File: src/rtl/multicycle_sequencer_pkg.sv
// -----------------------------------------------------------------------------
// multicycle_sequencer_pkg
// Shared definitions for the RV32I multi-cycle sequencer:
//   - state_t       : main FSM state encoding
//   - trap_cause_t  : trap cause codes reported on trap_cause
//   - OP_*          : RV32I base opcode constants (IR[6:0])
//   - is_legal_opcode(): opcode legality check used in DECODE
// -----------------------------------------------------------------------------
package multicycle_sequencer_pkg;

  typedef enum logic [2:0] {
    ST_FETCH   = 3'd0,
    ST_DECODE  = 3'd1,
    ST_EXECUTE = 3'd2,
    ST_MEM     = 3'd3,
    ST_WB      = 3'd4,
    ST_TRAP    = 3'd5
  } state_t;

  typedef enum logic [1:0] {
    CAUSE_NONE    = 2'b00,
    CAUSE_ILLEGAL = 2'b01,
    CAUSE_TIMEOUT = 2'b10
  } trap_cause_t;

  localparam logic [6:0] OP_LUI    = 7'b0110111;
  localparam logic [6:0] OP_AUIPC  = 7'b0010111;
  localparam logic [6:0] OP_OP     = 7'b0110011;
  localparam logic [6:0] OP_IMM    = 7'b0010011;
  localparam logic [6:0] OP_JAL    = 7'b1101111;
  localparam logic [6:0] OP_JALR   = 7'b1100111;
  localparam logic [6:0] OP_BRANCH = 7'b1100011;
  localparam logic [6:0] OP_LOAD   = 7'b0000011;
  localparam logic [6:0] OP_STORE  = 7'b0100011;

  function automatic logic is_legal_opcode(input logic [6:0] op);
    logic ok;
    case (op)
      OP_LUI, OP_AUIPC, OP_OP, OP_IMM, OP_JAL, OP_JALR,
      OP_BRANCH, OP_LOAD, OP_STORE: ok = 1'b1;
      default:                      ok = 1'b0;
    endcase
    return ok;
  endfunction

endpackage

File: src/rtl/multicycle_sequencer_if.sv
// -----------------------------------------------------------------------------
// multicycle_sequencer_if
// Memory request/ready handshake between the sequencer and the memory port.
//   mem_req      : access request, held until mem_ready
//   mem_we       : 1 = store access (valid while mem_req)
//   mem_addr_sel : 0 = PC (fetch), 1 = ALU result (load/store)
//   mem_ready    : memory completes the current access this cycle
// modport master : sequencer side; modport slave : memory side.
// -----------------------------------------------------------------------------
interface multicycle_sequencer_if;
  logic mem_req;
  logic mem_we;
  logic mem_addr_sel;
  logic mem_ready;

  modport master (
    output mem_req,
    output mem_we,
    output mem_addr_sel,
    input  mem_ready
  );

  modport slave (
    input  mem_req,
    input  mem_we,
    input  mem_addr_sel,
    output mem_ready
  );
endinterface

File: src/rtl/multicycle_sequencer_perf_counter.sv
// -----------------------------------------------------------------------------
// multicycle_sequencer_perf_counter
// Free-running wrap-around event counter.
//   clk   : clock
//   rst_n : asynchronous active-low reset (count -> 0)
//   en    : count enable, one increment per enabled cycle
//   cnt   : current count, wraps 2^CNT_W-1 -> 0
// -----------------------------------------------------------------------------
module multicycle_sequencer_perf_counter #(
  parameter int CNT_W = 32
) (
  input  logic             clk,
  input  logic             rst_n,
  input  logic             en,
  output logic [CNT_W-1:0] cnt
);

  always_ff @(posedge clk or negedge rst_n) begin
    if (!rst_n) begin
      cnt <= '0;
    end else if (en) begin
      cnt <= cnt + CNT_W'(1);
    end
  end

endmodule

File: src/rtl/multicycle_sequencer.sv
// -----------------------------------------------------------------------------
// multicycle_sequencer
// Main multi-cycle FSM of the RV32I core: FETCH -> DECODE -> EXECUTE ->
// (MEM) -> (WB). Owns the memory handshake, the bus timeout, traps and the
// cycle/instret performance counters.
// Ports:
//   clk, rst_n     : clock, asynchronous active-low reset
//   run            : fetch enable, sampled in FETCH before a request issues
//   opcode         : IR[6:0] of the latched instruction
//   branch_taken   : branch comparator result, valid in EXECUTE
//   mem            : memory handshake (master modport)
//   ir_we, alu_out_we, rf_we, pc_we, pc_sel : datapath strobes
//   retire         : one-cycle pulse per completed instruction
//   trap, trap_cause : sticky stop flag and its cause
//   cycle_cnt, instret_cnt : wrap-around performance counters
// -----------------------------------------------------------------------------
module multicycle_sequencer
  import multicycle_sequencer_pkg::*;
#(
  parameter int MEM_TIMEOUT = 16,
  parameter int CNT_W       = 32
) (
  input  logic                   clk,
  input  logic                   rst_n,
  input  logic                   run,
  input  logic [6:0]             opcode,
  input  logic                   branch_taken,
  multicycle_sequencer_if.master mem,
  output logic                   ir_we,
  output logic                   alu_out_we,
  output logic                   rf_we,
  output logic                   pc_we,
  output logic                   pc_sel,
  output logic                   retire,
  output logic                   trap,
  output logic [1:0]             trap_cause,
  output logic [CNT_W-1:0]       cycle_cnt,
  output logic [CNT_W-1:0]       instret_cnt
);

  // The wait counter never needs to hold more than MEM_TIMEOUT-1.
  localparam int WAIT_W = (MEM_TIMEOUT > 2) ? $clog2(MEM_TIMEOUT) : 1;

  state_t            state_q, state_d;
  trap_cause_t       cause_q, cause_d;
  logic              active_q;
  logic              fetch_pend_q;
  logic [WAIT_W-1:0] wait_q;

  logic mem_req_c, mem_we_c, mem_addr_sel_c;
  logic wait_hit;

  logic is_branch, is_load, is_store, is_jump;
  assign is_branch = (opcode == OP_BRANCH);
  assign is_load   = (opcode == OP_LOAD);
  assign is_store  = (opcode == OP_STORE);
  assign is_jump   = (opcode == OP_JAL) || (opcode == OP_JALR);

  // Request has been outstanding for MEM_TIMEOUT cycles without completion.
  assign wait_hit = mem_req_c && !mem.mem_ready &&
                    (wait_q == WAIT_W'(MEM_TIMEOUT - 1));

  // State register. active_q holds off fetching for the first cycle after
  // reset release so no request can appear while rst_n is low or glitch out
  // on the release edge. fetch_pend_q keeps an issued fetch alive when run
  // drops before mem_ready.
  always_ff @(posedge clk or negedge rst_n) begin
    if (!rst_n) begin
      state_q      <= ST_FETCH;
      cause_q      <= CAUSE_NONE;
      active_q     <= 1'b0;
      fetch_pend_q <= 1'b0;
      wait_q       <= '0;
    end else begin
      state_q      <= state_d;
      cause_q      <= cause_d;
      active_q     <= 1'b1;
      fetch_pend_q <= (state_q == ST_FETCH) && mem_req_c &&
                      !mem.mem_ready && !wait_hit;
      if (mem_req_c && !mem.mem_ready && !wait_hit) begin
        wait_q <= wait_q + WAIT_W'(1);
      end else begin
        wait_q <= '0;
      end
    end
  end

  // Next-state logic.
  always_comb begin
    state_d = state_q;
    cause_d = cause_q;
    unique case (state_q)
      ST_FETCH: begin
        if (wait_hit) begin
          state_d = ST_TRAP;
          cause_d = CAUSE_TIMEOUT;
        end else if (mem_req_c && mem.mem_ready) begin
          state_d = ST_DECODE;
        end
      end
      ST_DECODE: begin
        if (is_legal_opcode(opcode)) begin
          state_d = ST_EXECUTE;
        end else begin
          state_d = ST_TRAP;
          cause_d = CAUSE_ILLEGAL;
        end
      end
      ST_EXECUTE: begin
        if (is_branch)                 state_d = ST_FETCH;
        else if (is_load || is_store)  state_d = ST_MEM;
        else                           state_d = ST_WB;
      end
      ST_MEM: begin
        if (wait_hit) begin
          state_d = ST_TRAP;
          cause_d = CAUSE_TIMEOUT;
        end else if (mem.mem_ready) begin
          state_d = is_store ? ST_FETCH : ST_WB;
        end
      end
      ST_WB:   state_d = ST_FETCH;
      ST_TRAP: state_d = ST_TRAP;
      default: state_d = ST_FETCH;
    endcase
  end

  // Output logic: Moore on state_q, except strobes qualified by mem_ready.
  always_comb begin
    mem_req_c      = 1'b0;
    mem_we_c       = 1'b0;
    mem_addr_sel_c = 1'b0;
    ir_we          = 1'b0;
    alu_out_we     = 1'b0;
    rf_we          = 1'b0;
    pc_we          = 1'b0;
    pc_sel         = 1'b0;
    retire         = 1'b0;
    unique case (state_q)
      ST_FETCH: begin
        mem_req_c = active_q && (run || fetch_pend_q);
        ir_we     = mem_req_c && mem.mem_ready;
      end
      ST_DECODE: ;
      ST_EXECUTE: begin
        alu_out_we = 1'b1;
        if (is_branch) begin
          pc_we  = 1'b1;
          pc_sel = branch_taken;
          retire = 1'b1;
        end
      end
      ST_MEM: begin
        mem_req_c      = 1'b1;
        mem_addr_sel_c = 1'b1;
        mem_we_c       = is_store;
        if (is_store && mem.mem_ready) begin
          pc_we  = 1'b1;
          retire = 1'b1;
        end
      end
      ST_WB: begin
        rf_we  = 1'b1;
        pc_we  = 1'b1;
        pc_sel = is_jump;
        retire = 1'b1;
      end
      ST_TRAP: ;
      default: ;
    endcase
  end

  assign mem.mem_req      = mem_req_c;
  assign mem.mem_we       = mem_we_c;
  assign mem.mem_addr_sel = mem_addr_sel_c;
  assign trap             = (state_q == ST_TRAP);
  assign trap_cause       = cause_q;

  multicycle_sequencer_perf_counter #(.CNT_W(CNT_W)) u_cycle_cnt (
    .clk   (clk),
    .rst_n (rst_n),
    .en    (1'b1),
    .cnt   (cycle_cnt)
  );

  multicycle_sequencer_perf_counter #(.CNT_W(CNT_W)) u_instret_cnt (
    .clk   (clk),
    .rst_n (rst_n),
    .en    (retire),
    .cnt   (instret_cnt)
  );

endmodule

File: src/flat_wrapper.sv
// flat-port wrapper written by rule: the top's interface ports become plain ports
module multicycle_sequencer_flat import multicycle_sequencer_pkg::*;
#(
  parameter int MEM_TIMEOUT = 16,
  parameter int CNT_W       = 32
)
  (clk, rst_n, run, opcode, branch_taken, ir_we, alu_out_we, rf_we, pc_we, pc_sel, retire, trap, trap_cause, cycle_cnt, instret_cnt, mem_mem_req, mem_mem_we, mem_mem_addr_sel, mem_mem_ready);
  multicycle_sequencer_if mem_i ();
  input  logic clk;
  input  logic rst_n;
  input  logic run;
  input  logic [6:0] opcode;
  input  logic branch_taken;
  output logic ir_we;
  output logic alu_out_we;
  output logic rf_we;
  output logic pc_we;
  output logic pc_sel;
  output logic retire;
  output logic trap;
  output logic [1:0] trap_cause;
  output logic [CNT_W-1:0] cycle_cnt;
  output logic [CNT_W-1:0] instret_cnt;
  output wire logic [$bits(mem_i.mem_req)-1:0] mem_mem_req;
  output wire logic [$bits(mem_i.mem_we)-1:0] mem_mem_we;
  output wire logic [$bits(mem_i.mem_addr_sel)-1:0] mem_mem_addr_sel;
  input wire logic [$bits(mem_i.mem_ready)-1:0] mem_mem_ready;
  assign mem_mem_req = mem_i.mem_req;
  assign mem_mem_we = mem_i.mem_we;
  assign mem_mem_addr_sel = mem_i.mem_addr_sel;
  assign mem_i.mem_ready = mem_mem_ready;
  multicycle_sequencer #(.MEM_TIMEOUT(MEM_TIMEOUT), .CNT_W(CNT_W)) u_core (.clk(clk), .rst_n(rst_n), .run(run), .opcode(opcode), .branch_taken(branch_taken), .mem(mem_i), .ir_we(ir_we), .alu_out_we(alu_out_we), .rf_we(rf_we), .pc_we(pc_we), .pc_sel(pc_sel), .retire(retire), .trap(trap), .trap_cause(trap_cause), .cycle_cnt(cycle_cnt), .instret_cnt(instret_cnt));
endmodule
File: config.mk
export PLATFORM = sky130hd
export DESIGN_NAME = multicycle_sequencer_flat
export DESIGN_NICKNAME = d
export VERILOG_FILES = /design/src/rtl/multicycle_sequencer_pkg.sv /design/src/rtl/multicycle_sequencer_if.sv /design/src/rtl/multicycle_sequencer_perf_counter.sv /design/src/rtl/multicycle_sequencer.sv /design/src/flat_wrapper.sv
export SDC_FILE = /design/constraint.sdc
export NUM_CORES = 1
export LEC_CHECK = 0
export ABC_AREA = 1
export CORE_MARGIN = 10
export CORE_UTILIZATION = 24
export CTS_CLUSTER_SIZE = 28
export DETAILED_ROUTE_END_ITERATION = 6
export HOLD_SLACK_MARGIN = 0.05
export MAX_ROUTING_LAYER = met4
export PLACE_DENSITY = 0.41
export SETUP_SLACK_MARGIN = 0.02
export SLEW_MARGIN = 20
export SYNTH_ARGS = -nofsm -noshare
export SYNTH_HDL_FRONTEND = slang
export SYNTH_HIERARCHICAL = 1
export SYNTH_SLANG_ARGS = --single-unit
File: constraint.sdc
create_clock -name clk -period 2.3 [get_ports clk]
set_input_delay 0.69 -clock clk [delete_from_list [all_inputs] [get_ports clk]]
set_output_delay 0.69 -clock clk [all_outputs]
set_load 0.02 [all_outputs]
## Yosys cells after proc, flatten, opt, wreduce, memory -nomap -nowiden

Index checks and enable logic that the tools add are counted.

| operators by class | value |
|---|---|
| add/sub/neg operators | 3 |
| equality and inequality tests | 19 |
| mux-type cells | 26 |
| reductions and logical operators | 21 |

Operators by type and width:

| kind | number |
|---|---|
| adder 32 x 1 -> 32 bit, second input constant | 2 |
| two-way mux 3 bit | 8 |
| equality test 7 x 6 -> 1 bit, second input constant | 3 |
| equality test 7 bit, second input constant | 3 |
| case mux 3 bit (5 select lines) | 1 |
| equality test 7 x 5 -> 1 bit, second input constant | 2 |
| logical AND 1 bit | 10 |
| two-way mux 1 bit | 10 |
| OR reduction 9 bit | 1 |
| equality test 7 x 2 -> 1 bit, second input constant | 1 |
| equality test 3 x 2 -> 1 bit, second input constant | 2 |
| equality test 3 bit, second input constant | 2 |
| != test 3 x 2 -> 1 bit, second input constant | 2 |
| adder 4 x 1 -> 4 bit, second input constant | 1 |
| equality test 4 bit, second input constant | 1 |
| two-way mux 2 bit | 2 |
| two-way mux 4 bit | 1 |
| case mux 1 bit (2 select lines) | 2 |
| case mux 2 bit (2 select lines) | 1 |
| equality test 3 x 1 -> 1 bit, second input constant | 1 |
| logical NOT 3 bit | 1 |
| logical OR 1 bit | 3 |
| case mux 1 bit (3 select lines) | 1 |
| AND reduction 3 bit | 1 |
| other kinds (6) | 7 |

| word-level totals | value |
|---|---|
| bits in registers | 75 |
| input port bits | 12 |
| output and inout port bits | 76 |
| word-level logic and storage cells | 76 |

## Depth between registers and ports, before layout

Gate-level depths: netlist (run 1).

| depth | value |
|---|---|
| depth after elaboration | 8 |
| mapped depth | 14 |
| mapped depth without buffers | 14 |

## By module

The synthesis (run 1) kept the hierarchy.

By module, submodules not included:

| module | instances | cells each | area each (sq um) | seq. area each (sq um) |
|---|---|---|---|---|
| multicycle_sequencer_perf_counter | 2 | 229 | 1761.7 | 800.8 |
| multicycle_sequencer | 1 | 110 | 729.4 | 275.3 |

## Least setup slack after synthesis (run 1)

OpenSTA, ideal clock, no wires.

| timing path | value |
|---|---|
| path type | input-to-output |
| start point | input opcode[4] |
| end point | output retire |
| arrival | 2.137 ns |
| data required time | 1.610 ns |
| path slack | -0.527 ns |
| stages on the path | 6 |
| path buffers | 1 |
| cell sequence | nor2_1 nand3_1 nor3_1 nand2_1 nand3_1 buf_4 |

| on the way | value |
|---|---|
| word-level cells in the longest chain between the ends | 4 |

Ends and longest elaborated chain:

| what | RTL line | source |
|---|---|---|
| start, declared | flat_wrapper.sv:12 | `input logic [6:0] opcode;` |
| equality test 7 x 6 -> 1 bit | multicycle_sequencer.sv:56 | `assign is_store = (opcode == OP_STORE);` |
| logical AND 1 bit | multicycle_sequencer.sv:157 | `if (is_store && mem.mem_ready) begin` |
| two-way mux 1 bit | - |  |
| case mux 1 bit (3 select lines) * | - |  |
| end, declared | flat_wrapper.sv:19 | `output logic retire;` |

Mark *: on every way between the ends. The rest lies on a longest branch, timed or not.

## Worst setup path in the final report (run 1)

| timing path | value |
|---|---|
| start point | input opcode[2] |
| end point | output pc_sel |

| on the way | value |
|---|---|
| word-level cells in the longest chain between the ends | 3 |

Ends and longest elaborated chain:

| what | RTL line | source |
|---|---|---|
| equality test 7 bit (on tied branches) | multicycle_sequencer.sv:54, multicycle_sequencer.sv:57 |  |
| two-way mux 1 bit or logical OR 1 bit (tied branches) | multicycle_sequencer.sv:147, multicycle_sequencer.sv:57 |  |
| case mux 1 bit (2 select lines) * | multicycle_sequencer.sv:139 | `unique case (state_q)` |
| end, declared | flat_wrapper.sv:18 | `output logic pc_sel;` |

Marked as above.

==> results.sh, run 1 <==
export IMPL_status="finished, final reports clean"
export IMPL_start_util_pct=24.5
export IMPL_netlist_area_um2=4250
export IMPL_diodes=0
export IMPL_track_usage_pct=11.3
export IMPL_startpoint_type="input port"
export IMPL_syn_area_per_cell_um2=7.49
export IMPL_ys_top_cells_by_area="dfrtp_1 (44%), nand2_1 (16%), nor2_1 (7.8%)"
export IMPL_pre_cts_slack_ps=-802
export IMPL_p_leak_nw=2.70
export IMPL_dieHeight_um=153
export IMPL_hold_viol=0
export IMPL_gp_congestion=0.864
export IMPL_timing_final_crit_period_ps=2220
export IMPL_worstHoldPathType="in2async"
export IMPL_placementRows=48
export IMPL_power_density_nw_per_um2=732
export IMPL_cts_tree="yes"
export IMPL_slew_viol_final=0
export IMPL_cts_path_max_buffers=2
export IMPL_utilization_pct=35.1
export IMPL_synthArstFlopShare_pct=100
export IMPL_cts_sinks=75
export IMPL_cp_cell_sequence="buf_2 > inv_1 > nand2_1 > nor2_2 > nand3_2 > o21ai_1 > buf_4"
export IMPL_ys_types=23
export IMPL_antenna_found_initial=0
export IMPL_ys_flop_type="dfrtp_1"
export IMPL_grt_pass1_wl_mm=21.2
export IMPL_overflow=0
export IMPL_hpwl_mm=10.2
export IMPL_worstSetupPathType="in2out"
export IMPL_yosysTopAreaCell="dfrtp_1"
export IMPL_yosys_warnings=6
export IMPL_cp_top_family="buffers and inverters"
export IMPL_synth_seq_cells=75
export IMPL_finalClockSkew_ps=10.5
export IMPL_nets=719
export IMPL_worst_path_buf_inv=3
export IMPL_slowest_delay_ps=160
export IMPL_fp_dieW_um=153
export IMPL_fmax_mhz=451
export IMPL_ioPinCount=88
export IMPL_initialDrtViolationCount=187
export IMPL_port_buffers=87
export IMPL_syn2layout_area_growth_pct=43.1
export IMPL_rsz0062_at_grt="true"
export IMPL_finalSetupViolCount=0
export IMPL_grt_max_degree=36
export IMPL_wl_mm=12.8
export IMPL_synth_top_area_share_pct=44.1
export IMPL_maxCapViolCount=0
export IMPL_drc=0
export IMPL_vias_per_cell=4.28
export IMPL_cts_hold_buffers=0
export IMPL_crit_required_ps=1610
export IMPL_critical_path_slowest_cell="o21ai_1"
export IMPL_die_area_um2=23400
export IMPL_first_pass_iters=4
export IMPL_cp_max_fo=3
export IMPL_ant_nets=0
export IMPL_synth_edf_count=0
export IMPL_finalCritPeriodShare_pct=96.4
export IMPL_synth_cells=568
export IMPL_clkTransAtPathRegs_ps=60
export IMPL_crit_path_end_kind="primary output"
export IMPL_core_area_um2=17400
export IMPL_vias=4001
export IMPL_detail_route_wl_per_cell_um=13.7
export IMPL_worst_slack_ps=82.6
export IMPL_worst_endpoint_arrival_ps=1530
export IMPL_cts_root_buf="clkbuf_16"
export IMPL_ir_drop_mv=0.454
export IMPL_layout_drive_gt1_share_pct=17.6
export IMPL_whs_ps=259
export IMPL_grt_pass1_vias=4133
export IMPL_clock_latency_ps=340
export IMPL_cts_buffers=9
export IMPL_ys_seq_area_share_pct=44.1
export IMPL_htreeDepth=3
-- final cells by class --
cell class | count | area [um2]
clock buffer | 10 | 239
clock inverter | 6 | 113
fill | 1822 | 11300
inverter | 64 | 243
multi-input combinational | 432 | 2250
sequential | 75 | 1880
tap | 225 | 282
timing repair buffer | 122 | 1090
-- logic make-up (layout without fill, tap and decap cells) --
family | after synthesis | in the layout | synth area share [%]
DFF | 75 | 75 | 44.1
and+or+nand+nor | 385 | 385 | 41.3
xor gates and xnor gates | 36 | 36 | 7.41
buffers and inverters | 65 | 202 | 5.83
AOI/OAI and AO/OA | 3 | 3 | 0.353
other | 1 | 5 | 0.0882
adders and majority gates | 3 | 3 | 0.883
-- cells in the final DEF, fill, tap and decap left out, types with 18 or more instances in the layout --
master	count
nor2_1	82
inv_1	57
clkdlybuf4s50_1	68
nor2_2	18
nand3_1	49
dfrtp_1	75
nand2_1	175
buf_4	38
xor2_1	23
-- sequential cells by signal (all words and copies together) (netlist names) --
name / count
u_core/state_q: 3
u_core/trap_cause: 2
u_core/u_instret_cnt/cnt: 32
u_core/active_q: 1
u_core/fetch_pend_q: 1
u_core/wait_q: 4
u_core/u_cycle_cnt/cnt: 32
-- final timing paths --
kind | startpoint | to | slack [ps] | cells after the start
max in group asynchronous | rst_n | u_core/trap_cause[1]$_DFFE_PN0P_ | 1470 | 2
hold / removal | rst_n | u_core/u_instret_cnt/cnt[27]$_DFFE_PN0P_ | 260 | 1
hold reg to reg | u_core/wait_q[0]$_DFF_PN0_ | u_core/wait_q[0]$_DFF_PN0_ | 460 | 1
setup reg to reg | u_core/state_q[2]$_DFFE_PN0P_ | u_core/u_instret_cnt/cnt[17]$_DFFE_PN0P_ | 200 | 16
setup / recovery | opcode[2] | pc_sel | 80 | 7
min in group clk | u_core/wait_q[0]$_DFF_PN0_ | u_core/wait_q[0]$_DFF_PN0_ | 460 | 1
-- power by group --
part	leakage [nW]	internal, mW	total (mW)	switching, mW
logic	1.52	0.504	1.17	0.663
clock network	0.173	1.09	1.67	0.576
registers	1.01	1.45	1.62	0.169
-- synthesized netlist by cell type (2+ instances only) --
master	count
nand4_1	5
xor2_1	23
nand2_1	177
dfrtp_1	75
and2_1	4
nand2_2	7
nand3_2	5
xnor2_1	13
ha_1	3
nand3_1	53
inv_2	3
nor2_4	9
o21ai_0	2
nand3b_1	13
nor2_1	88
inv_1	61
nor2_2	16
nor3_1	6
-- per-layer routing --
metal	GRT usage (%)	up-vias	wire, um
li1	-	2034	-
met1	12.9	1852	5730
met2	18.6	100	6100
met3	3.42	15	715
met4	3.63	0	235
met5	-	-	0
-- per-stage QoR --
| stage | area, um2 | setup TNS [ps] | std cells | total power, mW |
|---|---|---|---|---|
| after floorplan | 4290 | -68.0 | 572 | 2.23 |
| after global placement | 5680 | -13730 | 914 | 2.80 |
| after detailed placement | 5680 | -15370 | 914 | 2.81 |
| after CTS | 6070 | 0 | 933 | 4.54 |
| after global routing | 6090 | -36.9 | 934 | 4.72 |
| final | 6090 | 0 | 934 | 4.46 |
-- what timing repair did --
action,in CTS,in global routing
gates resized for setup,75,17
setup buffers,3,1
pin swaps,13,5
gates cloned,0,0
endpoints found under the setup margin,33,22
(Power assumes the default switching activity.)
==> run 2, diff against run 1 <==
- CELL_PAD_IN_SITES_DETAIL_PLACEMENT: default -> 0
- CELL_PAD_IN_SITES_GLOBAL_PLACEMENT: default -> 1
- CORE_MARGIN: 10 -> 4
- PLACE_DENSITY: 0.41 -> 0.53
==> run 2 against run 1 <==
Compared with the run above: design area about the same; via count fell by 0.17%; clock power fell by 14%; cell count rose by 0.43%; first-iteration DRC count down 17%; sequential share of layout area barely moved; register-to-register slack got worse by 20 ps; sequential power about the same; power is 4.5% lower; utilization barely moved; count of clock-buffer cells in the layout increased by 3; critical path depth decreased by 1.
==> results.sh, run 2 (synthesis gave the netlist of run 1 again) <==
export IMPL_port_buffers=87
export IMPL_slew_viol_final=0
export IMPL_grt_max_degree=31
export IMPL_nets=724
export IMPL_worstHoldPathType="in2async"
export IMPL_placementRows=48
export IMPL_top_usage_layer="met2"
export IMPL_gp_congestion=0.837
export IMPL_p_leak_nw=2.70
export IMPL_rsz0062_at_grt="true"
export IMPL_regArea_um2=1880
export IMPL_grt_pass1_wl_mm=20.8
export IMPL_htreeDepth=3
export IMPL_grtUsageMet2_pct=21.7
export IMPL_cp_common_cell="buf_6"
export IMPL_layout_drive_gt1_share_pct=18.2
export IMPL_cts_sinks=75
export IMPL_cts_hold_buffers=0
export IMPL_multi_input_area_um2=2260
export IMPL_cts_tree="yes"
export IMPL_die_area_um2=19900
export IMPL_antenna_found_initial=0
export IMPL_overflow=0
export IMPL_dpl_cell_area_um2=5690
export IMPL_track_usage_pct=13.5
export IMPL_timing_final_crit_period_ps=2220
export IMPL_dieHeight_um=141
export IMPL_vias=3994
export IMPL_combPwrFrac_pct=27.9
export IMPL_ant_nets=0
export IMPL_met3_usage_pct=2.48
export IMPL_clock_latency_ps=340
export IMPL_worst_slack_ps=81.5
export IMPL_core_area_um2=17400
export IMPL_crit_start="u_core/state_q[1]$_DFFE_PN0P_"
export IMPL_start_util_pct=24.5
export IMPL_p_int_mw=2.87
export IMPL_first_pass_iters=4
export IMPL_seqPwrFrac_pct=38.2
export IMPL_finalSetupViolCount=0
export IMPL_drc=0
export IMPL_ioPinCount=88
export IMPL_vias_per_cell=4.26
export IMPL_finalCritPeriodShare_pct=96.5
export IMPL_initialDrtViolationCount=155
export IMPL_switching_share_pct=32.5
export IMPL_fp_dieW_um=141
export IMPL_slowest_delay_ps=420
export IMPL_cp_cell_sequence="nor2_1 > buf_4 > nand3_2 > buf_6 > nor2_4 > buf_6"
export IMPL_fmax_mhz=451
export IMPL_crit_path_end="ir_we"
export IMPL_power_density_nw_per_um2=699
export IMPL_r2r_start="u_core/state_q[2]$_DFFE_PN0P_"
export IMPL_syn2layout_area_growth_pct=43.2
export IMPL_final_cell_mix="nand2_1 (175), nor2_1 (81), dfrtp_1 (75)"
export IMPL_hpwl_mm=9.83
export IMPL_cp_max_fo=4
export IMPL_cts_buffers=9
export IMPL_power_net_switching_mw=1.38
export IMPL_status="finished, final reports clean"
export IMPL_use_met1_pct=17.4
export IMPL_worst_endpoint_arrival_ps=1530
export IMPL_wl_mm=12.6
export IMPL_detail_route_wl_per_cell_um=13.4
export IMPL_r2r_cells=16
export IMPL_nFillCells=1848
export IMPL_cts_root_buf="clkbuf_16"
export IMPL_mostFrequentLayoutCell="nand2_1"
export IMPL_maxCapViolCount=0
export IMPL_hold_viol=0
export IMPL_worstSetupPathType="reg2out"
export IMPL_crit_required_ps=1610
export IMPL_critical_path_slowest_cell="dfrtp_1"
export IMPL_startpoint_type="flop"
export IMPL_reg2reg_to="u_core/u_instret_cnt/cnt[17]$_DFFE_PN0P_"
export IMPL_r2r_slack_ps=180
export IMPL_diodes=0
export IMPL_power_frac_clock_pct=33.9
export IMPL_p_total_mw=4.26
export IMPL_grt_pass1_vias=4099
export IMPL_finalClockSkew_ps=8.09
export IMPL_design_area_um2=6090
export IMPL_clkTransAtPathRegs_ps=60
export IMPL_crit_path_end_kind="primary output"
export IMPL_pre_cts_slack_ps=-826
export IMPL_top_regs="u_core/u_cycle_cnt/cnt x32, u_core/u_instret_cnt/cnt x32, u_core/wait_q x4"
export IMPL_ir_drop_mv=0.634
export IMPL_cts_path_max_buffers=2
[run 2: timing repair]
item / 4_1_cts / 5_1_grt
pin swaps: 9 / 12
gates resized for setup: 76 / 21
hold endpoints to repair: 0 / 0
setup endpoints to repair: 34 / 18
buffers inserted: 4 / 4
[run 2: worst max-delay path: cells and delay by family, from the launching register on]
| family | cells | cell delay, ps |
|---|---|---|
| buf+inv | 3 | 420 |
| flops | 1 | 420 |
| simple gates | 3 | 360 |
[run 2: area by class of cell]
| cell class | instances | share of cell area, % |
|---|---|---|
| inverter | 64 | 3.95 |
| clock buffer | 13 | 4.27 |
| clock inverter | 2 | 0.575 |
| timing repair buffer | 127 | 18.6 |
| tap | 225 | 4.62 |
| multi-input combinational | 432 | 37.2 |
| sequential | 75 | 30.8 |
[run 2: metal layers]
layer  part of all wire [%]  routed length [um]
met5                      0                   0
met4                    1.3                 159
met2                     47                5920
met1                     48                6060
met3                    3.6                 453
[run 2: power by group through the flow]
stage	Combinational, mW	Clock [mW]	Sequential [mW]
after global placement	1.15	0	1.65
after detailed placement	1.15	0	1.65
after global routing	1.31	1.56	1.66
after CTS	1.18	1.50	1.63
after floorplan	0.482	0	1.75
final	1.19	1.44	1.63
[run 2: metrics by stage]
| step | hold WS (ps) | util (%) | std cells | setup TNS, ps |
|---|---|---|---|---|
| global placement | 449 | 32.8 | 915 | -14860 |
| CTS | 298 | 34.8 | 934 | 0 |
| global route | 321 | 35.1 | 938 | -3.87 |
| detailed placement | 465 | 32.8 | 915 | -16490 |
| finish | 288 | 35.1 | 938 | 0 |
| floorplan | 394 | - | 572 | -68.0 |
[run 2: worst min-delay path by stage]
stage                                                         end                        startpoint  depth (start not counted)
final                     u_core/u_instret_cnt/cnt[6]$_DFFE_PN0P_                             rst_n                          1
after global routing      u_core/u_instret_cnt/cnt[6]$_DFFE_PN0P_                             rst_n                          1
after CTS                 u_core/u_instret_cnt/cnt[3]$_DFFE_PN0P_                             rst_n                          1
after detailed placement         u_core/trap_cause[1]$_DFFE_PN0P_  u_core/trap_cause[1]$_DFFE_PN0P_                          2
after global placement                 u_core/wait_q[0]$_DFF_PN0_        u_core/wait_q[0]$_DFF_PN0_                          1
after floorplan                         u_core/active_q$_DFF_PN0_                             rst_n                          0
==> run 3, diff against run 2 <==
- clock period: 2.3 -> 2.1 ns (I/O delays scaled with it)
==> run 3 against run 2 <==
Compared with the run above: the flow now finishes with violations (negative setup slack); cell count grew 0.53%; utilization grew 1.3 points; routed wire length grew 0.19%; worst setup slack lost 130 ps; via count grew 0.65%; sequential cell count is the same; global-route usage is the same; sequential power grew 9%; hold slack lost 100 ps; critical endpoint is now pc_we.
==> results.sh, run 3 (synthesis gave the netlist of run 1 again) <==
export IMPL_mostFrequentLayoutCell="nand2_1"
export IMPL_maxCapViolCount=0
export IMPL_whs_ps=186
export IMPL_first_pass_iters=6
export IMPL_track_usage_pct=13.5
export IMPL_failed_checks="negative setup slack"
export IMPL_vias_per_cell=4.26
export IMPL_cts_sinks=75
export IMPL_rsz0062_at_grt="true"
export IMPL_worstHoldPathType="in2async"
export IMPL_worst_slack_ps=-46.7
export IMPL_crit_required_ps=1470
export IMPL_port_buffers=87
export IMPL_worst_endpoint_arrival_ps=1520
export IMPL_cp_max_fo=3
export IMPL_clkTransAtPathRegs_ps=50
export IMPL_cts_root_buf="clkbuf_16"
export IMPL_dpl_cell_area_um2=5730
export IMPL_grt_max_degree=35
export IMPL_design_area_um2=6310
export IMPL_initialDrtViolationCount=153
export IMPL_dieHeight_um=141
export IMPL_worstSetupPathType="in2out"
export IMPL_crit_path_end_kind="primary output"
export IMPL_htreeDepth=3
export IMPL_final_cell_mix="nand2_1 (174), nor2_1 (78), dfrtp_1 (74)"
export IMPL_antenna_found_initial=0
export IMPL_layout_drive_gt1_share_pct=19.5
export IMPL_pre_cts_slack_ps=-880
export IMPL_status="complete, but fails checks"
export IMPL_cts_path_max_buffers=2
export IMPL_wl_mm=12.6
export IMPL_ant_nets=0
export IMPL_ir_drop_mv=0.568
export IMPL_hold_viol=0
export IMPL_fmax_mhz=466
export IMPL_hpwl_mm=9.80
export IMPL_p_total_mw=4.76
export IMPL_start_util_pct=24.5
export IMPL_p_leak_nw=3.33
export IMPL_die_area_um2=19900
export IMPL_nFillCells=1818
export IMPL_top_regs="u_core/u_cycle_cnt/cnt x32, u_core/u_instret_cnt/cnt x32, u_core/wait_q x4"
export IMPL_gp_congestion=0.790
export IMPL_detail_route_wl_per_cell_um=13.4
export IMPL_r2r_cells=16
export IMPL_startpoint_type="input port"
export IMPL_cts_tree="yes"
export IMPL_diodes=0
export IMPL_placementRows=48
export IMPL_syn2layout_area_growth_pct=48.4
export IMPL_drc=0
export IMPL_clock_latency_ps=340
export IMPL_grt_pass1_wl_mm=20.8
export IMPL_finalClockSkew_ps=7.71
export IMPL_fp_dieW_um=141
export IMPL_grt_pass1_vias=4097
export IMPL_cts_buffers=9
export IMPL_vias=4020
export IMPL_ioPinCount=88
export IMPL_core_area_um2=17400
export IMPL_finalSetupViolCount=3
export IMPL_nets=728
export IMPL_finalCritPeriodShare_pct=102
export IMPL_power_density_nw_per_um2=754
export IMPL_slew_viol_final=0
export IMPL_timing_final_crit_period_ps=2150
export IMPL_overflow=0
==> run 3: cell types whose count changed in the layout (fill, tap and decap cells not counted), moves of 4 or more <==
cell / delta
clkdlybuf4s50_1: -45
dlymetal6s2s_1: +32
dlygate4sd2_1: +13
nor2_4: +6
buf_6: +5
inv_2: -5
clkbuf_2: -4
==> run 3: path summary, 6_finish.rpt <==
path,startpoint,end,slack [ps]
max reg2reg,u_core/state_q[2]$_DFFE_PN0P_,u_core/u_instret_cnt/cnt[26]$_DFFE_PN0P_,140
max,opcode[6],pc_we,-50
min in group clk,u_core/wait_q[0]$_DFF_PN0_,u_core/wait_q[0]$_DFF_PN0_,470
min reg2reg,u_core/wait_q[0]$_DFF_PN0_,u_core/wait_q[0]$_DFF_PN0_,470
min,rst_n,u_core/u_instret_cnt/cnt[2]$_DFFE_PN0P_,190
max in group asynchronous,rst_n,u_core/state_q[1]$_DFFE_PN0P_,1310
==> run 3: stage by stage <==
step / utilization [%] / std cells / setup TNS (ps)
after CTS: 35.0 / 937 / -107
after global placement: 33.0 / 916 / -18780
after detailed placement: 33.0 / 916 / -19370
final: 36.4 / 943 / -101
after floorplan: - / 572 / -360
after global routing: 36.4 / 943 / -544
==> run 3: power breakdown <==
part           switching (mW)  internal, mW  total, mW
clock                   0.598          1.02       1.62
sequential              0.186          1.59       1.78
combinational           0.778         0.585       1.36
total                    1.56          3.20       4.76
==> run 3: final cells by class <==
type / instances / area (um2) / area share (%)
clock inverters: 1 / 30.0 / 0.476
inverters: 64 / 245 / 3.89
flip-flops and latches: 75 / 1880 / 29.8
well taps: 225 / 282 / 4.46
multi-input cells: 432 / 2340 / 37.1
repair buffers: 131 / 1250 / 19.9
clock buffers: 15 / 278 / 4.40
==> run 3: critical path: stages <==
cell	delay (ps)
buf_2	120
nor2_4	140
nand3_4	100
nor3_4	190
nand2_2	90
nand3_4	110
buf_6	120
==> run 3: repair_timing <==
action / CTS / global route
resized for setup: 99 / 67
setup endpoints to repair: 52 / 63
pin swaps: 14 / 12
hold buffers: 0 / 0
buffers inserted: 5 / 7
==> run 3: layer usage <==
layer	global-route usage [%]	vias up	wire, um
met5	-	-	0
met4	3.01	0	123
met3	4.04	11	612
met2	22.2	89	6100
met1	16.5	1869	5780
li1	-	2051	-
